File: config.mk
export PLATFORM = sky130hd
export DESIGN_NAME = register_file_mp
export DESIGN_NICKNAME = d
export VERILOG_FILES = /design/src/rtl/register_file_mp.sv
export SDC_FILE = /design/constraint.sdc
export NUM_CORES = 1
export LEC_CHECK = 0
export BUFFER_PORTS_ARGS = -buffer_cell sky130_fd_sc_hd__buf_2
export CORE_MARGIN = 1
export CORE_UTILIZATION = 30
export CTS_CLUSTER_SIZE = 8
export DETAILED_ROUTE_END_ITERATION = 12
export SYNTH_ARGS = -nofsm -noshare
export SYNTH_HDL_FRONTEND = slang
export SYNTH_SLANG_ARGS = --single-unit
File: constraint.sdc
create_clock -name i_clk -period 1.7 [get_ports i_clk]
set_input_delay 0.17 -clock i_clk [delete_from_list [all_inputs] [get_ports i_clk]]
set_output_delay 0.17 -clock i_clk [all_outputs]
set_load 0.01 [all_outputs]
File: src/rtl/register_file_mp.sv
// Multi-port register file for decode: NUM_RD read ports with bypass and hold,
// two write ports (B has priority over A), and a pending-write scoreboard.
module register_file_mp #(
  parameter  int DATA_W = 16,
  parameter  int DEPTH  = 8,
  parameter  int NUM_RD = 2,
  localparam int ADDR_W = $clog2(DEPTH)
) (
  input  logic                       i_clk,
  input  logic                       i_reset_n,
  input  logic [NUM_RD-1:0]          i_rd_en,
  input  logic [NUM_RD*ADDR_W-1:0]   i_rd_addr,
  output logic [NUM_RD*DATA_W-1:0]   o_rd_data,
  output logic [NUM_RD-1:0]          o_rd_ready,
  output logic                       o_hazard,
  input  logic                       i_wa_en,
  input  logic [ADDR_W-1:0]          i_wa_addr,
  input  logic [DATA_W-1:0]          i_wa_data,
  input  logic                       i_wb_en,
  input  logic [ADDR_W-1:0]          i_wb_addr,
  input  logic [DATA_W-1:0]          i_wb_data,
  input  logic                       i_rsv_en,
  input  logic [ADDR_W-1:0]          i_rsv_addr,
  output logic [DEPTH-1:0]           o_pending
);

  logic [DATA_W-1:0] regs [DEPTH];
  logic [DEPTH-1:0]  pending_next;

  // Storage: per-register write select, port B overriding port A on collision.
  always_ff @(posedge i_clk or negedge i_reset_n) begin
    if (!i_reset_n) begin
      for (int unsigned r = 0; r < DEPTH; r++) begin
        regs[r] <= '0;
      end
    end else begin
      for (int unsigned r = 0; r < DEPTH; r++) begin
        if (i_wb_en && (i_wb_addr == ADDR_W'(r))) begin
          regs[r] <= i_wb_data;
        end else if (i_wa_en && (i_wa_addr == ADDR_W'(r))) begin
          regs[r] <= i_wa_data;
        end
      end
    end
  end

  // Scoreboard: a new reservation supersedes a same-cycle writeback.
  always_comb begin
    pending_next = o_pending;
    for (int unsigned r = 0; r < DEPTH; r++) begin
      if (i_rsv_en && (i_rsv_addr == ADDR_W'(r))) begin
        pending_next[r] = 1'b1;
      end else if ((i_wa_en && (i_wa_addr == ADDR_W'(r))) ||
                   (i_wb_en && (i_wb_addr == ADDR_W'(r)))) begin
        pending_next[r] = 1'b0;
      end
    end
  end

  always_ff @(posedge i_clk or negedge i_reset_n) begin
    if (!i_reset_n) begin
      o_pending <= '0;
    end else begin
      o_pending <= pending_next;
    end
  end

  for (genvar k = 0; k < NUM_RD; k++) begin : g_port
    logic [ADDR_W-1:0] addr;
    logic              wa_hit;
    logic              wb_hit;
    logic [DATA_W-1:0] fwd;
    logic [DATA_W-1:0] hold_q;

    assign addr   = i_rd_addr[k*ADDR_W +: ADDR_W];
    assign wa_hit = i_wa_en & (i_wa_addr == addr);
    assign wb_hit = i_wb_en & (i_wb_addr == addr);

    always_comb begin
      fwd = regs[addr];
      if (wb_hit) begin
        fwd = i_wb_data;
      end else if (wa_hit) begin
        fwd = i_wa_data;
      end
    end

    always_ff @(posedge i_clk or negedge i_reset_n) begin
      if (!i_reset_n) begin
        hold_q <= '0;
      end else if (i_rd_en[k]) begin
        hold_q <= fwd;
      end
    end

    assign o_rd_data[k*DATA_W +: DATA_W] = i_rd_en[k] ? fwd : hold_q;
    assign o_rd_ready[k] = ~o_pending[addr] | wa_hit | wb_hit;
  end

  assign o_hazard = |(i_rd_en & ~o_rd_ready);

endmodule
==> flow_metrics.py <==
metrics = {
    "clock_network": {
        "clk_pin_slew_worst_paths_ps": 70,
        "clkLatencyLatePin_ps": 450,
        "ctsRootBufferMaster": "clkbuf_16",
        "clock_path_buffers": 2,
        "cts_made_buffers": 17,
        "numClockSinks": 168,
        "htreeDepth": 4,
        "cts_tree": "built",
    },
    "layout": {
        "drive_gt1_share_pct": 36.6,
        "ff_latch_area_um2": 4200,
        "nets": 1233,
        "fin_util_pct": 40.8,
        "antennaDiodeCount": 0,
        "final_common_cell": "dfrtp_1",
        "fin_cells": 1640,
        "fillers": 3253,
        "mostFrequentLayoutCells": "dfrtp_1, mux2i_1, buf_4",
        "multi_input_area_um2": 5780,
        "area_growth_pct": 32.5,
    },
    "die": {
        "num_io_pins": 97,
        "die_h_um": 188,
        "die_w_um": 188,
        "start_util_pct": 30.8,
        "core_um2": 33900,
        "dieArea_um2": 35500,
        "row_count": 67,
    },
    "synthesis": {
        "syn_nets": 1040,
        "yosysTopAreaCell": "dfrtp_1",
        "ys.flop_type": "dfrtp_1",
        "synth_area_um2": 10400,
        "ys_types": 42,
        "yosys_register_bits": 168,
        "yosysWarningCount": 0,
        "ys_seq_area_share_pct": 40.3,
        "synth_area_per_cell_um2": 10.6,
        "ys_top_cells_by_area": "dfrtp_1, mux2i_1, mux4_2",
        "synth_cells": 986,
        "async_flop_share_pct": 100,
        "synth_edf_count": 0,
        "synth_top_area_share_pct": 40.3,
    },
    "critical_path": {
        "r2r_setup_slack_ps": -130,
        "cp.required_ps": 1530,
        "crit_fanout": 2,
        "cp.arrival_ps": 2070,
        "end_kind": "primary output",
        "reg2reg_from": "regs[15]$_DFFE_PN0P_",
        "reg2reg_depth": 7,
        "worstSetupPathType": "flop to primary output",
        "startpoint_type": "flop",
        "crit-reg2reg-capture": "g_port[0].hold_q[15]$_DFF_PN0_",
    },
    "global_route": {
        "overflow": 0,
        "antenna_found_initial": 0,
        "track_usage_pct": 21.2,
        "grt_pass1_vias": 8986,
        "grt_pass1_wl_um": 56300,
        "grt_start_max_net_pins": 51,
    },
    "sta": {
        "worst_slew_pin_slew_ps": 462,
        "finalCritPeriodShare_pct": 132,
        "slew_headroom_pct": 69.2,
        "fmax_mhz": 446,
        "setup_viol_count_final": 36,
        "fin_crit_ps": 2240,
        "hold_violations": 0,
        "layout_setup_ws_ps": -542,
        "finalClockSkew_ps": 11.6,
        "tns_ps": -15660,
        "drv_slew": 0,
        "rsz0062_at_grt": "true",
    },
    "route": {
        "route.detailed.drc": 0,
        "wire_per_inst_um": 22.5,
        "vias": 8813,
        "first_pass_iters": 5,
        "wl_um": 36900,
        "postRouteAntennaNets": 0,
        "drt_iter0_drc": 754,
        "viasPerCell": 5.37,
    },
    "power": {
        "power.total_uw": 14700,
        "vdd_drop_max_uv": 784,
        "power_density_nw_per_um2": 1070,
        "p_leak_uw": 0.00623,
    },
    "min_path": {
        "whs_path_depth": 3,
        "hp-start": "i_wb_data[8]",
        "hold_path_end": "regs[88]$_DFFE_PN0P_",
        "hold_class": "input port to flop",
    },
    "placement": {
        "io_buffers": 96,
        "dp_hpwl_um": 24500,
        "routabilityCongestion": 0.843,
        "place_ws_ps": -555,
        "place_inst": 1564,
    },
    "outcome": {
        "violations": "setup timing",
        "status": "finished with violations",
    },
    "run": {
        "maxCapViolCount": 0,
    },
}
## report_power, final
group | switching [uW] | leakage (uW) | internal, uW | total [uW]
clock network | 1820 | 0.000316 | 2540 | 4370
registers | 593 | 0.00197 | 4890 | 5480
logic | 2060 | 0.00395 | 2830 | 4890
## routing by layer
layer	global-route usage [%]	share of wire, %	wire (um)	vias to the layer above
met5	0	0	0	-
met1	27.7	43	15700	4395
met2	34.8	48	17600	393
li1	-	-	-	3957
met4	8.10	3.1	1160	0
met3	4.04	6.6	2450	68
## synthesized netlist by cell type, types with 3 or more instances
master / count
nand2b_1: 9
nand4_1: 4
buf_1: 5
xnor2_1: 9
o21ai_0: 60
dfrtp_1: 168
nor2_1: 101
a31oi_1: 16
nand3_1: 23
mux2_2: 17
nand4b_1: 6
inv_1: 21
nand2_1: 69
nor3b_1: 4
nor3_1: 5
buf_6: 7
clkbuf_1: 65
o211a_1: 16
o22ai_1: 7
buf_4: 9
mux2i_1: 161
buf_2: 30
xor2_1: 3
mux4_2: 67
a221oi_1: 6
o21ai_1: 8
a21oi_1: 72
o32ai_1: 4
## stage by stage
stage | cell area, um^2 | hold slack, ps
floorplan | 10400 | -126
global placement | 12500 | 32.9
detailed placement | 12500 | 38.0
CTS | 13600 | 40.5
global route | 13800 | 70.5
finish | 13800 | 58.9
## registers in the layout (all words and copies together) (netlist names)
signal	count
g_port.hold_q	32
o_pending	8
regs	128
## worst max-delay path, cell delays in order (launching register included)
cell,delay (ps)
dfrtp_1,400
buf_6,120
mux4_2,480
mux2i_1,190
nand3_1,140
o211a_1,170
buf_2,140
## timing repair
item	4_1_cts	5_1_grt
hold buffers	4	0
hold endpoints to repair	170	0
setup endpoints to repair	35	38
gates resized for setup	55	30
setup buffers	26	15
pin swaps	23	19
## worst max path at each step
| stage | start | to | slack, ps | depth (start not counted) |
|---|---|---|---|---|
| 3_3_place_gp | i_rd_addr[4] | o_rd_data[27] | -480 | 8 |
| 2_1_floorplan | i_wb_addr[2] | g_port[1].hold_q[1]$_DFF_PN0_ | -60 | 5 |
| 3_5_place_dp | i_rd_addr[4] | o_rd_data[27] | -560 | 8 |
| 4_1_cts | regs[6]$_DFFE_PN0P_ | o_rd_data[22] | -540 | 5 |
| 6_report | regs[15]$_DFFE_PN0P_ | o_rd_data[15] | -540 | 6 |
| 5_1_grt | regs[31]$_DFFE_PN0P_ | o_rd_data[15] | -590 | 6 |
## cell type report
type	instances	area share (%)
Clock buffer	18	3.18
Clock inverter	14	1.50
Inverter	22	0.598
Multi-Input combinational cell	679	41.9
Sequential cell	168	30.4
Tap cell	448	4.06
Timing Repair Buffer	291	18.4
## kinds of logic after synthesis
kind of cell	share of synthesized area, %
xor+xnor	1.01
buf+inv	6.20
compound gates	11.1
flops	40.3
simple gates	9.56
mux	31.8
Power figures use the tool's default switching activity.
